## config.mk

```make
export PLATFORM = sky130hd
export DESIGN_NAME = mem_loader
export DESIGN_NICKNAME = d
export VERILOG_FILES = /design/src/rtl/mem_loader.sv
export SDC_FILE = /design/constraint.sdc
export NUM_CORES = 1
export LEC_CHECK = 0
export ABC_AREA = 1
export CAP_MARGIN = 25
export CORE_UTILIZATION = 52
export CTS_CLUSTER_DIAMETER = 80
export DETAILED_ROUTE_END_ITERATION = 8
export PLACE_DENSITY = 0.76
export SETUP_SLACK_MARGIN = 0.4
export SLEW_MARGIN = 25
export SYNTH_ARGS = -nofsm -noshare
export SYNTH_HDL_FRONTEND = slang
export SYNTH_SLANG_ARGS = --single-unit
```

## constraint.sdc

```tcl
create_clock -name clk -period 1.62 [get_ports clk]
set_input_delay 0.243 -clock clk [delete_from_list [all_inputs] [get_ports clk]]
set_output_delay 0.243 -clock clk [all_outputs]
set_load 0.005 [all_outputs]
```

## src/rtl/mem_loader.sv

```systemverilog
// mem_loader: fills the instruction memory from a valid/ready byte stream,
// then compares a trailing checksum byte against the running byte sum.
// busy holds the CPU off from the start of a load until the checksum result.

module mem_loader #(
    parameter int DEPTH  = 64,
    parameter int ADDR_W = 6
) (
    input  logic              clk,
    input  logic              rst,
    input  logic              start,
    input  logic              in_valid,
    input  logic [7:0]        in_data,
    output logic              in_ready,
    output logic              mem_we,
    output logic [ADDR_W-1:0] mem_waddr,
    output logic [7:0]        mem_wdata,
    output logic              busy,
    output logic              done,
    output logic              ok,
    output logic              err
);

    typedef enum logic [1:0] {
        IDLE,
        LOAD,
        CHECK,
        DONE
    } state_t;

    state_t              state_q;
    logic [ADDR_W-1:0]   cnt_q;
    logic [7:0]          sum_q;
    logic [7:0]          sum_d;
    logic                active_q;
    logic                mem_we_q;
    logic [ADDR_W-1:0]   waddr_q;
    logic [7:0]          wdata_q;
    logic                done_q;
    logic                ok_q;
    logic                err_q;
    logic                accept;
    logic                lastByte;

    // active_q is high exactly in LOAD and CHECK, so it serves as both
    // the stream ready and the CPU hold.
    assign accept   = in_valid & active_q;
    assign sum_d    = sum_q + in_data;
    assign lastByte = (cnt_q == ADDR_W'(DEPTH - 1));

    // Load sequencer: state, byte counter, checksum and all registered outputs.
    always_ff @(posedge clk) begin
        if (rst) begin
            state_q  <= IDLE;
            cnt_q    <= '0;
            sum_q    <= '0;
            active_q <= 1'b0;
            mem_we_q <= 1'b0;
            waddr_q  <= '0;
            wdata_q  <= '0;
            done_q   <= 1'b0;
            ok_q     <= 1'b0;
            err_q    <= 1'b0;
        end else begin
            mem_we_q <= 1'b0;
            case (state_q)
                IDLE, DONE: begin
                    if (start) begin
                        state_q  <= LOAD;
                        active_q <= 1'b1;
                        cnt_q    <= '0;
                        sum_q    <= '0;
                        done_q   <= 1'b0;
                        ok_q     <= 1'b0;
                        err_q    <= 1'b0;
                    end
                end
                LOAD: begin
                    if (accept) begin
                        mem_we_q <= 1'b1;
                        waddr_q  <= cnt_q;
                        wdata_q  <= in_data;
                        sum_q    <= sum_d;
                        cnt_q    <= cnt_q + 1'b1;
                        if (lastByte) begin
                            state_q <= CHECK;
                        end
                    end
                end
                CHECK: begin
                    if (accept) begin
                        state_q  <= DONE;
                        active_q <= 1'b0;
                        done_q   <= 1'b1;
                        ok_q     <= (in_data == sum_q);
                        err_q    <= (in_data != sum_q);
                    end
                end
                default: begin
                    state_q  <= IDLE;
                    active_q <= 1'b0;
                end
            endcase
        end
    end

    assign in_ready  = active_q;
    assign busy      = active_q;
    assign mem_we    = mem_we_q;
    assign mem_waddr = waddr_q;
    assign mem_wdata = wdata_q;
    assign done      = done_q;
    assign ok        = ok_q;
    assign err       = err_q;

endmodule

```

Yosys cells after proc, flatten, opt, wreduce, memory -nomap -nowiden. Index checks and enable logic that the tools add are counted.

Register bits after elaboration: 35. Bits of input ports: 12. Word-level logic and storage cells: 55.

Add/subtract/negate cells: 2. Equality and inequality tests: 10. Muxes and demuxes: 22. Bitwise logic cells: 2. Reduce and logical (&&, ||, !) cells: 9.

Operators by type and width (number): 8-bit two-way mux (2); 8-bit one-hot mux with 2 select lines (1); 6-bit two-way mux (2); 6-bit one-hot mux with 2 select lines (1); 8-bit adder (1); 8-bit == test (1); 2-bit two-way mux (4); 2-bit inequality test, second input constant (4); 8-bit inequality test (1); 1-bit one-hot mux with 2 select lines (4); 1-bit two-way mux (7); 6-bit by 1-bit adder with 6-bit output, second input constant (1); 6-bit == test, second input constant (1); 2-bit one-hot mux with 3 select lines (1); 3-bit AND reduction (2); 2-bit == test, second input constant (2); 4-bit AND reduction (1); 2-bit nonzero test (2); 2-bit OR reduction (2); 2-bit by 1-bit == test with 1-bit output, second input constant (1); 2-bit logical NOT (1); 2-bit AND reduction (1); 1-bit AND (1); 1-bit inverter (1).

Longest topological paths before layout. Gate-level depths: netlist of run 1.

Word-level depth: 4. Depth in mapped cells: 11.

Worst setup path after synthesis of run 1. No wires, ideal clock.

Path kind: register to register. Start: register state_q[0]. End: register cnt_q[2]. Library setup time: 0.120 ns. Data arrival time: 1.358 ns. Required time: 1.500 ns. Path slack: 0.142 ns. Cell stages (with the launch flop): 9. Path buffers: 1. Period minus slack after synthesis: 1.478 ns. Path through: dfxtp_1 -> inv_1 -> ha_1 -> nand2_1 -> nand2_4 -> nand2_4 -> buf_8 -> a21o_1 -> nor3b_2.

Word-level cells in the longest chain between the ends: 4. Elaborated cells on any way between the ends: 9.

Ends and longest elaborated chain: start: declaration (line 31) `state_t state_q;`; start signal: assignment (line 54) `state_q <= IDLE;`; start signal: assignment (line 69) `state_q <= LOAD;`; start signal: assignment (line 86) `state_q <= CHECK;`; 2-bit == test or 2-bit logical NOT (tied branches) (line 66) `case (state_q)`; 2-bit OR reduction (line 66); 2-bit inequality test (no line) or 2-bit nonzero test (tied branches); 3-bit AND reduction (no line); end signal: assignment (line 84) `cnt_q <= cnt_q + 1'b1;`; end: declaration (line 32) `logic [ADDR_W-1:0] cnt_q;`.

Several ways; a longest one is shown, not always the timed one. A chain may end at the register's enable or synchronous reset.

Final worst setup path of run 1.
Start: register sum_q[0]. End: register sum_q[4].

Word-level cells in the longest chain between the ends: 3.

Ends and longest elaborated chain: start: declaration (line 33) `logic [7:0] sum_q;`; start signal: assignment (line 83) `sum_q <= sum_d;`; 8-bit adder (line 48) `assign sum_d = sum_q + in_data;`; 8-bit two-way mux (line 79) `if (accept) begin`; 8-bit one-hot mux with 2 select lines (line 66).

Every way passes these cells. The select of a mux whose other input is x is not followed.

==> flow_summary.yaml, run 1 <==
outcome:
  status: "complete, but fails checks"
  violations: "negative setup slack"
worst_setup_path:
  cp-startpoint: "sum_q[0]"
  r2r-end: "sum_q[4]"
  crit_slowest_cell: "dfxtp_2"
  crit_buf_inv: 0
  cp.arrival_ns: 2.02
  critPathMaxFanout: 2
  crit_family: "adder cells"
  reg2reg_slack_ns: -0.12
  r2r-start: "sum_q[0]"
  endpoint_kind: "register"
  critPathKind: "reg -> reg"
  crit_top_cell: "nand2_1"
  setup.worst_path.start_class: "register"
  critPathRequiredTime_ns: 1.90
  path_depth: 8
  reg2regPathDepth: 8
  max_stage_delay_ns: 0.36
  path_cells: "ha_4 > fa_2 > nand2_1 > nand2_1 > nand2_1 > xor2_1 > nand2_1 > a21oi_2"
timing:
  hold_violations: 0
  slew_headroom_pct: 73.1
  fin_worst_skew_ns: 0.0137
  period_share_pct: 107
  worst_pin_slew_ns: 0.403
  layout_setup_ws_ns: -0.117
  period_minus_slack_ns: 1.74
  maxSlewViolCount: 0
  finalSetupTns_ns: -0.117
  rsz0062_at_grt: "yes"
  whs_ns: 0.367
  fmax_mhz: 576
  setup_viol: 1
worst_hold_path:
  hold_path.class: "in -> reg"
  hold_start: "in_data[0]"
  min_to: "mem_wdata[0]"
  hold-path-cell-count: 3
drt:
  wirelength_um: 8160
  post_drt_via_cell_ratio: 6.13
  vias: 2195
  antenna_left: 0
  route.detailed.drc: 0
  dr.pass1.iters: 6
  drtIter0Drc: 261
  wl_per_cell_um: 22.8
finish:
  fin_cells: 358
  final_common_cell: "nand2_1"
  num_antenna_cells: 0
  layout_common_cells: "33 x nand2_1, 26 x nor2_1, 26 x buf_4"
  fin_nets: 337
  final_layout_size_suffix_gt1_share_pct: 52.2
  syn2layout_area_growth_pct: 70.8
  design_area_um2: 3040
power_and_ir_drop:
  pwr-share-clk_pct: 13.4
  ir_drop_v: 0.00104
  power.internal_mw: 2.43
  cellLeakagePower_nw: 1.43
  combinationalPowerShare_pct: 58.4
  netSwitchingFraction_pct: 43.7
  powerDensity_nw_per_um2: 1420
  switching_power_mw: 1.89
  pwr-share-seq_pct: 28.1
  finalPower_mw: 4.32
die:
  die_width_um: 60.5
  start_util_pct: 56.5
  design.die.area_um2: 3660
  ioPinCount: 32
  rows: 20
  die_h_um: 60.5
  core_um2: 3150
placement:
  portBuffers: 31
  dp.cells: 326
  place.gp.congestion: 0.824
  placed_cell_area_um2: 2370
  dp_hpwl_um: 2980
grt:
  grt_start_max_net_pins: 18
  grt_overflow: 0
  grt_pass1_wl_um: 7900
  antenna_found_initial: 1
  grt_pass1_vias: 1692
  track_usage_pct: 30.1
logic_synthesis:
  ys.warnings.count: 0
  yosys.area.top_type_share_pct: 39.4
  avgSynthCellArea_um2: 7.42
  ys_ff_latch: 35
  synth_fp_nets: 264
  synth_cells: 240
  ys_types: 29
  syn-cell-area_um2: 1780
  synth_area_leaders: "dfxtp_1 39%, nand2_1 9.7%, nor2_1 8.6%"
  synth_top_cell_by_area: "dfxtp_1"
  yosysSeqAreaShare_pct: 39.4
clocking:
  cts_tree: "done"
  clk_pin_slew_worst_paths_ns: 0.13
  clock_latency_ns: 0.36
  root_buffer: "clkbuf_4"
  clk_path_buf_depth: 2
  cts-htree-levels: 2
  clock-sinks: 35
  cts_buffers: 5
run:
  cap_violations: 0
-- Yosys cell counts --
cell / n
clkbuf_1: 3
o21ai_0: 21
nor3b_2: 2
xor2_1: 4
ha_1: 11
inv_1: 26
and3_1: 1
a21oi_1: 16
a21o_1: 1
nand3_1: 12
o211a_1: 1
nand2_4: 2
clkbuf_2: 1
nor2_1: 41
buf_4: 1
nor3_1: 1
nand2_1: 46
nor2_8: 1
or2_2: 1
a31o_2: 1
buf_8: 1
nor2_2: 2
nand3b_1: 2
dfxtp_1: 35
buf_2: 1
fa_1: 1
nand3_2: 2
inv_2: 2
o211ai_1: 1
-- metrics by stage --
stage          worst slack [ns]  utilization [%]
5_1_grt                  -0.130             96.5
6_report                 -0.117             96.5
4_1_cts                   0.178             85.4
2_1_floorplan             0.259                -
3_3_place_gp             -0.180             75.1
3_5_place_dp             -0.233             75.1
-- power by group through the flow --
stage	Combinational [mW]	Sequential (mW)	Clock, mW
floorplan	0.948	1.15	0
global placement	1.36	1.16	0
detailed placement	1.40	1.16	0
CTS	1.76	1.16	0.561
global route	2.68	1.23	0.607
finish	2.52	1.22	0.581
-- worst max path at each step --
stage / endpoint
floorplan: cnt_q[2]
global placement: sum_q[6]
detailed placement: sum_q[6]
CTS: cnt_q[4]
global route: sum_q[4]
finish: sum_q[4]
-- logic make-up (layout without fill, tap and decap cells) --
kind of cell / after synthesis / in the layout / share of synthesized area (%)
AND/OR/NAND/NOR: 113 / 113 / 29.2
AO/OA/AOI/OAI: 41 / 41 / 12.3
flip-flops: 35 / 35 / 39.4
buffers and inverters: 35 / 109 / 8.36
adder cells (fa/ha/maj): 12 / 12 / 8.85
XOR/XNOR: 4 / 4 / 1.97
-- registers in the layout (all words and copies together), names as in the netlist, 2 cells and up --
register,flops
cnt_q,6
mem_waddr,6
mem_wdata,8
sum_q,8
state_q,2
-- cell type report --
cell class                      count  area, um2
Timing Repair Buffer               72        689
Fill cell                          63        111
Timing Repair inverter              1       11.3
Tap cell                           44       55.1
Multi-Input combinational cell    170       1340
Clock buffer                        8       68.8
Inverter                           28        139
Sequential cell                    35        738
-- metal layers --
layer	vias to the layer above	GRT usage, %	routed length, um
met5	-	0	0
met4	0	11.0	526
met3	67	6.18	743
met2	175	53.5	3920
met1	1036	35.8	2970
li1	917	-	-
-- worst reg2reg max path, stage by stage, from the launching register on --
cell     delay, ns
dfxtp_2       0.36
ha_4          0.17
fa_2          0.35
nand2_1       0.07
nand2_1       0.08
nand2_1       0.11
xor2_1        0.21
nand2_1       0.10
a21oi_2       0.23
-- what timing repair did --
item,CTS,global route
pin swaps,15,23
hold buffers,0,0
endpoints found under the setup margin,55,39
setup buffers,13,9
resized for setup,102,79
cloned,2,0
Note: power is estimated with default switching activity, not from simulation.
==> run 2: changes to the inputs <==
--- a/config.mk
+++ b/config.mk
@@ -7,10 +7,12 @@
 export LEC_CHECK = 0
 export ABC_AREA = 1
 export CAP_MARGIN = 25
-export CORE_UTILIZATION = 52
+export CELL_PAD_IN_SITES_DETAIL_PLACEMENT = 0
+export CELL_PAD_IN_SITES_GLOBAL_PLACEMENT = 1
+export CORE_UTILIZATION = 37
 export CTS_CLUSTER_DIAMETER = 80
 export DETAILED_ROUTE_END_ITERATION = 8
-export PLACE_DENSITY = 0.76
+export PLACE_DENSITY = 0.75
 export SETUP_SLACK_MARGIN = 0.4
 export SLEW_MARGIN = 25
 export SYNTH_ARGS = -nofsm -noshare
==> run 2 against run 1 <==
  * The flow finishes with violations (design-rule violations)
  * Sequential share of layout area is 0.16 points lower
  * Global-route usage is 11 points lower
  * Fmax is 19% higher
  * Critical path depth stayed put
  * Via count is 21% lower
  * Critical endpoint is now cnt_q[2]
  * Largest cell class unchanged
==> flow_summary.yaml, run 2 (same netlist as run 1, synthesis figures left out) <==
drt:
  dr.pass1.iters: 6
  drtIter0Drc: 64
  vias: 1745
  post_drt_via_cell_ratio: 4.85
  wirelength_um: 4810
  antenna_left: 0
  route.detailed.drc: 1
  wl_per_cell_um: 13.4
die:
  die_h_um: 71.4
  ioPinCount: 32
  core_um2: 4470
  design.die.area_um2: 5090
  die_width_um: 71.4
  start_util_pct: 39.8
  rows: 24
worst_setup_path:
  critPathRequiredTime_ns: 1.80
  critPathMaxFanout: 7
  cp.arrival_ns: 1.64
  setup.worst_path.start_class: "register"
  critPathKind: "reg -> reg"
  endpoint_kind: "register"
power_and_ir_drop:
  ir_drop_v: 0.000781
  pwr-share-seq_pct: 27.7
  combinationalPowerShare_pct: 50.9
  powerDensity_nw_per_um2: 1410
  pwr-share-clk_pct: 21.4
  netSwitchingFraction_pct: 37.0
  cellLeakagePower_nw: 1.40
  finalPower_mw: 4.22
  switching_power_mw: 1.56
  power.internal_mw: 2.66
clocking:
  clk_path_buf_depth: 2
  root_buffer: "clkbuf_8"
  clock-sinks: 35
  cts_buffers: 5
  holdBufCountCts: 0
  clock_latency_ns: 0.29
  clk_pin_slew_worst_paths_ns: 0.08
  cts-htree-levels: 2
  cts_tree: "done"
timing:
  hold_violations: 0
  whs_ns: 0.408
  worst_pin_slew_ns: 0.293
  period_share_pct: 90.0
  setup_viol: 0
  fmax_mhz: 686
  fin_worst_skew_ns: 0.00454
  layout_setup_ws_ns: 0.162
  maxSlewViolCount: 0
  slew_headroom_pct: 80.5
  finalSetupTns_ns: 0
  rsz0062_at_grt: "yes"
  period_minus_slack_ns: 1.46
placement:
  dp_hpwl_um: 3120
  portBuffers: 31
  place.gp.congestion: 0.774
  dp_slack_ns: -0.231
outcome:
  violations: "design-rule violations"
  status: "complete, but fails checks"
finish:
  final_layout_size_suffix_gt1_share_pct: 42.9
  layout_common_cells: "37 x nand2_1, 24 x nor2_1, 24 x dlygate4sd2_1, 24 x buf_4, 23 x dfxtp_1"
  syn2layout_area_growth_pct: 68.4
  final_util_pct: 67.0
  final_common_cell: "nand2_1"
  fin_nets: 331
  num_antenna_cells: 0
grt:
  antenna_found_initial: 0
  grt_pass1_wl_um: 7670
  grt_overflow: 0
  track_usage_pct: 19.6
  grt_start_max_net_pins: 15
  grt_pass1_vias: 1584
run:
  cap_violations: 0
worst_hold_path:
  hold_path.class: "in -> reg"
[run 2: repair_timing]
action                                  4_1_cts  5_1_grt
setup buffers                                10        4
resized for setup                           110       44
endpoints found under the setup margin       55       36
cloned                                        1        1
pin swaps                                    10       10
[run 2: worst max-delay path, stage by stage (launching register included)]
cell	delay, ns
dfxtp_4	0.39
inv_4	0.04
ha_4	0.29
nand2_4	0.06
nand2_4	0.09
nand2_8	0.09
buf_6	0.12
a21o_1	0.13
nor3b_2	0.14
[run 2: layout make-up]
type | instances | area [um2]
Fill cell | 394 | 1480
Multi-Input combinational cell | 170 | 1290
Sequential cell | 35 | 723
Timing Repair Buffer | 66 | 621
Inverter | 28 | 145
Clock buffer | 6 | 93.8
Tap cell | 52 | 65.1
Clock inverter | 2 | 37.5
Timing Repair inverter | 1 | 20.0
[run 2: power groups by stage]
stage                     clock network (mW)  logic, mW  registers (mW)
after global routing                   0.962       2.33            1.19
after floorplan                            0      0.948            1.15
after CTS                              0.919       1.78            1.16
final                                  0.903       2.15            1.17
after detailed placement                   0       1.41            1.17
after global placement                     0       1.40            1.17
[run 2: per-layer routing]
layer	part of all wire (%)	track usage, %
met5	0	0
met4	0.87	5.33
met3	4.2	4.92
met2	46	29.8
met1	49	27.5
[run 2: final timing paths]
kind | start | endpoint | slack, ns | cells past startpoint
setup / recovery | state_q[0] | cnt_q[2] | 0.16 | 8
hold / removal | in_data[4] | mem_wdata[4] | 0.41 | 4
setup reg to reg | state_q[0] | cnt_q[2] | 0.16 | 8
hold reg to reg | ok | ok | 0.46 | 2
[run 2: through the flow]
stage / std cells / cell area [um2]
global placement: 336 / 2380
finish: 360 / 3000
global route: 360 / 3000
floorplan: 240 / 1900
CTS: 355 / 2780
detailed placement: 336 / 2380
